### src/rtl/awb_pkg.sv
// Shared definitions for the gray-world auto-white-balance controller.
// Colour codes, gain constants, FSM state type and gain clamping helper.
package awb_pkg;

  localparam logic [1:0] RED   = 2'd0;
  localparam logic [1:0] GREEN = 2'd1;
  localparam logic [1:0] BLUE  = 2'd2;

  localparam logic [15:0] GAIN_UNITY = 16'h0100;
  localparam logic [15:0] GAIN_MAX   = 16'h0FFF;

  typedef enum logic [1:0] {
    StIdle,
    StMean,
    StGain,
    StCommit
  } awb_state_e;

  function automatic logic [15:0] clamp_gain(input logic [31:0] q);
    return (q > 32'(GAIN_MAX)) ? GAIN_MAX : q[15:0];
  endfunction

endpackage

### src/rtl/awb_gain_ctrl_if.sv
// Bayer pixel stream observed by the AWB controller.
interface awb_gain_ctrl_if;
  logic       valid_i;
  logic [1:0] color_i;
  logic [7:0] value_i;
  logic       last_i;

  modport master (output valid_i, color_i, value_i, last_i);
  modport slave  (input  valid_i, color_i, value_i, last_i);
endinterface

### src/rtl/awb_div.sv
// Unsigned restoring divider: one quotient bit per cycle, done pulses W cycles after start.
// A zero divisor yields an all-ones quotient.
module awb_div #(
  parameter int unsigned W = 28
) (
  input  logic         clk,
  input  logic         rst_n,
  input  logic         start,
  input  logic [W-1:0] dividend,
  input  logic [W-1:0] divisor,
  output logic [W-1:0] quotient,
  output logic         done
);
  localparam int unsigned CntW = $clog2(W + 1);

  logic [W-1:0]    rem_q, rem_d;
  logic [W-1:0]    quo_q, quo_d;
  logic [W-1:0]    dsor_q, dsor_d;
  logic [CntW-1:0] cnt_q, cnt_d;
  logic            busy_q, busy_d;
  logic            done_q, done_d;
  logic [W:0]      rem_sh;

  always_comb begin
    rem_sh = {rem_q, quo_q[W-1]};
    rem_d  = rem_q;
    quo_d  = quo_q;
    dsor_d = dsor_q;
    cnt_d  = cnt_q;
    busy_d = busy_q;
    done_d = 1'b0;
    if (start) begin
      rem_d  = '0;
      quo_d  = dividend;
      dsor_d = divisor;
      cnt_d  = '0;
      busy_d = 1'b1;
    end else if (busy_q) begin
      if (rem_sh >= {1'b0, dsor_q}) begin
        rem_d = W'(rem_sh - {1'b0, dsor_q});
        quo_d = {quo_q[W-2:0], 1'b1};
      end else begin
        rem_d = rem_sh[W-1:0];
        quo_d = {quo_q[W-2:0], 1'b0};
      end
      cnt_d = cnt_q + CntW'(1);
      if (cnt_q == CntW'(W - 1)) begin
        busy_d = 1'b0;
        done_d = 1'b1;
      end
    end
  end

  always_ff @(posedge clk or negedge rst_n) begin
    if (!rst_n) begin
      rem_q  <= '0;
      quo_q  <= '0;
      dsor_q <= '0;
      cnt_q  <= '0;
      busy_q <= 1'b0;
      done_q <= 1'b0;
    end else begin
      rem_q  <= rem_d;
      quo_q  <= quo_d;
      dsor_q <= dsor_d;
      cnt_q  <= cnt_d;
      busy_q <= busy_d;
      done_q <= done_d;
    end
  end

  assign quotient = quo_q;
  assign done     = done_q;

endmodule

### src/rtl/awb_gain_ctrl.sv
// Gray-world AWB controller: accumulates per-channel statistics per frame, then derives
// R/B gains with one shared divider over five fixed-length slots and commits them atomically.
module awb_gain_ctrl
  import awb_pkg::*;
#(
  parameter int unsigned CNT_W = 20,
  parameter int unsigned DIV_W = CNT_W + 8
) (
  input  logic                  clk,
  input  logic                  rst_n,
  input  logic                  en_i,
  awb_gain_ctrl_if.slave        pix,
  output logic [15:0]           K_R,
  output logic [15:0]           K_G,
  output logic [15:0]           K_B,
  output logic                  valid_gain_o,
  output logic                  update_o,
  output logic                  overrun_o
);
  localparam int unsigned SlotW = $clog2(DIV_W + 1);
  localparam logic [SlotW-1:0] SlotLast = SlotW'(DIV_W);
  localparam logic [CNT_W-1:0] CntMax = '1;

  logic [DIV_W-1:0] sum_q [3], sum_d [3], csum_q [3];
  logic [CNT_W-1:0] cnt_q [3], cnt_d [3], ccnt_q [3];
  logic [7:0]       mean_q [3], mean_d [3];
  logic             frame_end_q, snap;

  awb_state_e       state_q, state_d;
  logic [1:0]       chan_q, chan_d, dst_chan_q, dst_chan_d;
  logic             dst_gain_q, dst_gain_d;
  logic [SlotW-1:0] slot_q, slot_d;
  logic [15:0]      kr_q, kr_d, kb_q, kb_d, gain_r_q, gain_r_d, gain_b_q, gain_b_d;
  logic             update_d, update_q, overrun_q, valid_gain_q;

  logic             div_start, div_done;
  logic [DIV_W-1:0] div_dividend, div_divisor, div_quo, sel_sum;
  logic [CNT_W-1:0] sel_cnt;
  logic [7:0]       sel_mean;

  assign snap = frame_end_q && (state_q == StIdle);

  // A frame end clears the accumulators one cycle later; that cycle's pixel opens the new frame.
  always_comb begin
    for (int c = 0; c < 3; c++) begin
      sum_d[c] = frame_end_q ? '0 : sum_q[c];
      cnt_d[c] = frame_end_q ? '0 : cnt_q[c];
      if (pix.valid_i && en_i && (pix.color_i == 2'(c)) && (cnt_d[c] != CntMax)) begin
        sum_d[c] = sum_d[c] + DIV_W'(pix.value_i);
        cnt_d[c] = cnt_d[c] + CNT_W'(1);
      end
    end
  end

  always_comb begin
    sel_sum  = '0;
    sel_cnt  = '0;
    sel_mean = '0;
    for (int c = 0; c < 3; c++) begin
      if (chan_q == 2'(c)) begin
        sel_sum  = csum_q[c];
        sel_cnt  = ccnt_q[c];
        sel_mean = mean_q[c];
      end
    end
  end

  always_comb begin
    state_d      = state_q;
    chan_d       = chan_q;
    slot_d       = slot_q;
    dst_chan_d   = dst_chan_q;
    dst_gain_d   = dst_gain_q;
    mean_d       = mean_q;
    kr_d         = kr_q;
    kb_d         = kb_q;
    gain_r_d     = gain_r_q;
    gain_b_d     = gain_b_q;
    update_d     = 1'b0;
    div_start    = 1'b0;
    div_dividend = '0;
    div_divisor  = '0;

    // Result of the previous slot lands in the first cycle of the next slot (or COMMIT).
    if (div_done) begin
      if (dst_gain_q) begin
        if (dst_chan_q == RED) kr_d = clamp_gain(32'(div_quo));
        else                   kb_d = clamp_gain(32'(div_quo));
      end else begin
        for (int c = 0; c < 3; c++) begin
          if (dst_chan_q == 2'(c)) mean_d[c] = div_quo[7:0];
        end
      end
    end

    unique case (state_q)
      StIdle: begin
        if (snap) begin
          state_d = StMean;
          chan_d  = RED;
          slot_d  = '0;
        end
      end
      StMean, StGain: begin
        if (slot_q == '0) begin
          dst_chan_d = chan_q;
          dst_gain_d = (state_q == StGain);
          if (state_q == StMean) begin
            if (sel_cnt == '0) begin
              for (int c = 0; c < 3; c++) begin
                if (chan_q == 2'(c)) mean_d[c] = 8'h00;
              end
            end else begin
              div_start    = 1'b1;
              div_dividend = sel_sum;
              div_divisor  = DIV_W'(sel_cnt);
            end
          end else if (mean_q[GREEN] == 8'h00 || sel_mean == 8'h00) begin
            if (chan_q == RED) kr_d = (mean_q[GREEN] == 8'h00) ? GAIN_UNITY : GAIN_MAX;
            else               kb_d = (mean_q[GREEN] == 8'h00) ? GAIN_UNITY : GAIN_MAX;
          end else begin
            div_start    = 1'b1;
            div_dividend = DIV_W'({mean_q[GREEN], 8'h00});
            div_divisor  = DIV_W'(sel_mean);
          end
        end
        if (slot_q == SlotLast) begin
          slot_d = '0;
          if (state_q == StMean) begin
            if (chan_q == BLUE) begin
              state_d = StGain;
              chan_d  = RED;
            end else begin
              chan_d = chan_q + 2'd1;
            end
          end else if (chan_q == RED) begin
            chan_d = BLUE;
          end else begin
            state_d = StCommit;
          end
        end else begin
          slot_d = slot_q + SlotW'(1);
        end
      end
      StCommit: begin
        gain_r_d = kr_d;
        gain_b_d = kb_d;
        update_d = 1'b1;
        state_d  = StIdle;
      end
      default: state_d = StIdle;
    endcase
  end

  awb_div #(
    .W(DIV_W)
  ) u_div (
    .clk     (clk),
    .rst_n   (rst_n),
    .start   (div_start),
    .dividend(div_dividend),
    .divisor (div_divisor),
    .quotient(div_quo),
    .done    (div_done)
  );

  always_ff @(posedge clk or negedge rst_n) begin
    if (!rst_n) begin
      for (int c = 0; c < 3; c++) begin
        sum_q[c]  <= '0;
        cnt_q[c]  <= '0;
        csum_q[c] <= '0;
        ccnt_q[c] <= '0;
        mean_q[c] <= '0;
      end
      frame_end_q  <= 1'b0;
      state_q      <= StIdle;
      chan_q       <= RED;
      slot_q       <= '0;
      dst_chan_q   <= RED;
      dst_gain_q   <= 1'b0;
      kr_q         <= GAIN_UNITY;
      kb_q         <= GAIN_UNITY;
      gain_r_q     <= GAIN_UNITY;
      gain_b_q     <= GAIN_UNITY;
      update_q     <= 1'b0;
      overrun_q    <= 1'b0;
      valid_gain_q <= 1'b0;
    end else begin
      for (int c = 0; c < 3; c++) begin
        sum_q[c]  <= sum_d[c];
        cnt_q[c]  <= cnt_d[c];
        mean_q[c] <= mean_d[c];
        if (snap) begin
          csum_q[c] <= sum_q[c];
          ccnt_q[c] <= cnt_q[c];
        end
      end
      frame_end_q  <= pix.valid_i & en_i & pix.last_i;
      state_q      <= state_d;
      chan_q       <= chan_d;
      slot_q       <= slot_d;
      dst_chan_q   <= dst_chan_d;
      dst_gain_q   <= dst_gain_d;
      kr_q         <= kr_d;
      kb_q         <= kb_d;
      gain_r_q     <= gain_r_d;
      gain_b_q     <= gain_b_d;
      update_q     <= update_d;
      overrun_q    <= frame_end_q && (state_q != StIdle);
      valid_gain_q <= 1'b1;
    end
  end

  assign K_R          = gain_r_q;
  assign K_G          = GAIN_UNITY;
  assign K_B          = gain_b_q;
  assign valid_gain_o = valid_gain_q;
  assign update_o     = update_q;
  assign overrun_o    = overrun_q;

endmodule

### src/flat_wrapper.sv
// flat-port wrapper written by rule: the top's interface ports become plain ports
module awb_gain_ctrl_flat import awb_pkg::*;
#(
  parameter int unsigned CNT_W = 20,
  parameter int unsigned DIV_W = CNT_W + 8
)
  (clk, rst_n, en_i, K_R, K_G, K_B, valid_gain_o, update_o, overrun_o, pix_valid_i, pix_color_i, pix_value_i, pix_last_i);
  awb_gain_ctrl_if pix_i ();
  input  logic clk;
  input  logic rst_n;
  input  logic en_i;
  output logic [15:0] K_R;
  output logic [15:0] K_G;
  output logic [15:0] K_B;
  output logic valid_gain_o;
  output logic update_o;
  output logic overrun_o;
  input wire logic [$bits(pix_i.valid_i)-1:0] pix_valid_i;
  input wire logic [$bits(pix_i.color_i)-1:0] pix_color_i;
  input wire logic [$bits(pix_i.value_i)-1:0] pix_value_i;
  input wire logic [$bits(pix_i.last_i)-1:0] pix_last_i;
  assign pix_i.valid_i = pix_valid_i;
  assign pix_i.color_i = pix_color_i;
  assign pix_i.value_i = pix_value_i;
  assign pix_i.last_i = pix_last_i;
  awb_gain_ctrl #(.CNT_W(CNT_W), .DIV_W(DIV_W)) u_core (.clk(clk), .rst_n(rst_n), .en_i(en_i), .pix(pix_i), .K_R(K_R), .K_G(K_G), .K_B(K_B), .valid_gain_o(valid_gain_o), .update_o(update_o), .overrun_o(overrun_o));
endmodule
### config.mk
export PLATFORM = sky130hd
export DESIGN_NAME = awb_gain_ctrl_flat
export DESIGN_NICKNAME = d
export VERILOG_FILES = /design/src/rtl/awb_pkg.sv /design/src/rtl/awb_gain_ctrl_if.sv /design/src/rtl/awb_div.sv /design/src/rtl/awb_gain_ctrl.sv /design/src/flat_wrapper.sv
export SDC_FILE = /design/constraint.sdc
export NUM_CORES = 1
export LEC_CHECK = 0
export ABC_AREA = 0
export BUFFER_PORTS_ARGS = -buffer_cell sky130_fd_sc_hd__buf_2
export CAP_MARGIN = 0
export CELL_PAD_IN_SITES_DETAIL_PLACEMENT = 1
export CELL_PAD_IN_SITES_GLOBAL_PLACEMENT = 1
export CORE_AREA = 5 5 260 262
export CTS_CLUSTER_SIZE = 40
export DETAILED_ROUTE_END_ITERATION = 12
export DIE_AREA = 0 0 265 267
export HOLD_SLACK_MARGIN = 0.03
export PLACE_DENSITY = 0.69
export SYNTH_ARGS = -nofsm -noshare
export SYNTH_HDL_FRONTEND = slang
export SYNTH_HIERARCHICAL = 1
export SYNTH_SLANG_ARGS = --single-unit
### constraint.sdc
create_clock -name clk -period 11 [get_ports clk]
set_clock_uncertainty 0.2 [all_clocks]
set_input_delay 0.55 -clock clk [delete_from_list [all_inputs] [get_ports clk]]
set_output_delay 0.55 -clock clk [all_outputs]
set_load 0.005 [all_outputs]
==> results by group <==
Finish
  – Finished Layout Cells: approximately 3.5k
  – Final core occ: 43.6%
  – Layout cells sized above 1: 13.6%
  – Layout Nets: ~2.6k
  – Cell area after layout: 28400 um2
  – Diode count: 0
  – Area Overhead vs Synth: 10.6%

STA
  – Final Hold Vio Count: 0
  – Tmin final: 5.13 ns
  – Slew @ Worst Pin: ~1.3 ns
  – Fin. max-slew vios: 0
  – Setup TNS: 0 ns
  – Relative slew slack: 14.0%
  – RSZ-0062 raised after global routing: no
  – Highest Clock Rate: ~0.2 GHz
  – Final Setup Violations: 0
  – Final period util: 46.7%

Setup path
  – Setup crit start: u_core/state_q[0]
  – CP peak stage delay: around 0.67 ns
  – Kind of critical path: reg -> reg
  – Critical path buffer and inverter count: 6
  – Reg2reg end: u_core/u_div/rem_q[21]
  – Crit Path Max Fanout: 71
  – Slack of the worst reg-to-reg path: just under 6 ns
  – Critical Path Slowest Stage Cell: buf_4
  – Cell count of the worst reg-to-reg path: 15
  – Critical path required time: between 10 and 15 ns
  – CP Capture Type: flip-flop
  – CP Launch Type: flip-flop
  – Worst EP arrival: around 5.4 ns
  – Crit-path cells: inv_1 > ha_1 > inv_1 > nor2_1 > nand3_1 > nor2_1 > buf_4 > o21ai_2 > buf_4 > nand2_4 > buf_4 > inv_1 > nand2_1 > nor3_1 > a221o_1
  – Reg-to-Reg Start: u_core/state_q[0]
  – Crit-path leading delay family: buffers and inverters

Clocking
  – CTS Buf Count: 53
  – Clk sinks: 483
  – Root Driver: clkbuf_16
  – Clk_lat worst skew: between 0.6 and 0.7 ns
  – Reg clk slew, reported paths: 0.06 ns
  – # resized after CTS: 0
  – H-tree depth: 2
  – Clock buffer depth: 3
  – TritonCTS clock tree: built

Synthesis
  – Asr flop ratio synth: 100%
  – Mapped cell area: 25700 um2
  – Register area share after synthesis: about 47%
  – Most used flip-flop cell after synthesis: dfrtp_1
  – Post-synth EDFFs: 0
  – Syn_area_per_cell: roughly 10 um2
  – Number of library cell types mapped by synthesis: 93
  – Cell with the most instances after synthesis: dfrtp_1
  – Yosys top cell area share: approximately 47%
  – Syn Inst Count: between 2k and 3k
  – #FFs+latches synth: between 400 and 500
  – Synth warnings: 6
  – Top cell types by occurrence after synthesis: dfrtp_1 (479), nor2_1 (237), nand2_1 (194), o21ai_0 (165), mux2i_1 (150)
  – Leading area contributor after synthesis: dfrtp_1
  – Largest cells by area after synthesis: dfrtp_1 (47%), mux2_2 (6.4%), mux2i_1 (5.8%), nor2_1 (3.5%), o21ai_0 (3.2%)

Detailed routing
  – Vias/cell: ~5.5
  – DR pass1 iterations: 5
  – Via count: 19.1k
  – Antenna-violating nets left: 0
  – DRT Wirelength: between 70 and 80 mm
  – Iter 0 DRT Violations: ~1.2k
  – Per-cell routed wire length: between 20 and 25 um
  – Drc violations: 0

Outcome
  – Outcome: completed

Pwr
  – Leak Pwr: approximately 13 nW
  – Worst vdd ir: 0.125 mV
  – PwrDens: about 230 nW/um2

Global routing
  – Vias in the first global route: roughly 20k
  – Gr ovfl total: 0
  – Largest net degree at the start of global routing: 173
  – Initial antenna violation count: 0
  – GRT Overall Usage: 19.8%
  – First-pass GRT wire length: 114 mm

Die
  – Die area: slightly above 70000 um2
  – Starting density of the core: approximately 39%
  – Die Wd: approximately 270 um
  – Ports: 66
  – Die span in y: roughly 270 um
  – Core area: between 60000 and 70000 um2
  – Row count: 94

Hold path
  – HP Class: in -> reg
  – Hold Path Origin: en_i
  – Hold EP: u_core/frame_end_q
  – WHS Path Cells: 2

Placed design
  – DP Wirelength: roughly 50 mm
  – Dpl cells: ~3.4k
  – Dpl cell area: approximately 27000 um2
  – Gpl congestion: 0.867
  – PortBufs: 49

Flow run
  – Max-cap violations: 0
layout by cell type, fill, tap and decap left out, types with 13 or more instances in the layout:
master       n
a211oi_1    24
conb_1      25
mux2_2     146
dfrtp_1    475
xor2_1      50
nand4_1     50
o21a_1      14
o2bb2ai_1   16
a21o_1      22
buf_2       48
inv_1      102
clkbuf_1    13
mux2i_1    150
ha_1        61
buf_4       29
o31ai_1     22
or4_1       22
xnor2_1     68
clkbuf_16   54
a21oi_1    123
nand3_1     66
nor3_1      28
nor2b_1     61
o21ai_0    165
nand2_1    192
a31oi_1     37
nor2_1     237
nand2b_1    36
and3_1      33
where the power goes:
| part | total [mW] | internal [mW] | switching [mW] |
|---|---|---|---|
| Clock | 1.83 | 1.09 | 0.739 |
| Combinational | 2.36 | 0.923 | 1.43 |
| Sequential | 2.40 | 2.11 | 0.289 |
| Total | 6.58 | 4.12 | 2.46 |
worst max path at each step:
| stage | to | slack, ns | cells after the start |
|---|---|---|---|
| 3_5_place_dp | u_core/u_div/rem_q[21] | 5.90 | 15 |
| 6_report | u_core/u_div/rem_q[21] | 5.87 | 15 |
| 4_1_cts | u_core/u_div/rem_q[21] | 5.88 | 15 |
| 3_3_place_gp | u_core/u_div/rem_q[21] | 6.14 | 15 |
| 2_1_floorplan | u_core/sum_q[24] | 7.22 | 16 |
| 5_1_grt | u_core/u_div/rem_q[21] | 5.50 | 15 |
cell families after synthesis:
kind of cell / after synthesis / share of synthesized area, %
xor gates and xnor gates: 118 / 4.02
buffers and inverters: 268 / 4.65
adders and majority gates: 66 / 3.33
and+or+nand+nor: 805 / 15.4
other: 2 / 0.0292
muxes: 299 / 12.4
AOI/OAI and AO/OA: 525 / 13.1
DFF: 483 / 47.1
state kept, by name, summed over array words and instances, names as in the netlist, 5 cells and up:
signal,cells
u_core/slot_q,5
u_core/K_R,16
u_core/u_div/dsor_q,28
u_core/u_div/rem_q,28
u_core/K_B,16
u_core/csum_q,84
u_core/mean_q,24
u_core/kr_q,16
u_core/sum_q,84
u_core/ccnt_q,60
u_core/u_div/quotient,28
u_core/u_div/cnt_q,5
u_core/kb_q,16
u_core/cnt_q,60
routing by layer:
| layer | GRT usage, % | part of all wire, % | vias up |
|---|---|---|---|
| li1 | - | - | 9005 |
| met1 | 27.1 | 46 | 9717 |
| met2 | 33.8 | 48 | 275 |
| met3 | 2.92 | 3.8 | 79 |
| met4 | 3.97 | 1.6 | 0 |
| met5 | 0 | 0 | - |
repair_timing:
item	4_1_cts	5_1_grt
hold endpoints to repair	109	0
hold buffers	2	0
setup buffers	0	0
area by class of cell:
cell class	count	area (um2)
fillers	7281	36800
multi-input cells	1838	12500
flip-flops and latches	483	12100
clock buffers	78	1550
well taps	864	1080
repair buffers	81	513
inverters	102	383
clock inverters	20	245
stage by stage:
step	power (mW)	hold slack (ns)	worst slack (ns)
final	6.58	0.0675	5.87
after global routing	6.99	0.0398	5.50
after CTS	6.65	0.0440	5.88
after detailed placement	4.78	0.277	5.90
after global placement	4.68	0.261	6.14
after floorplan	4.15	0.0544	7.22
Power figures use the tool's default switching activity.
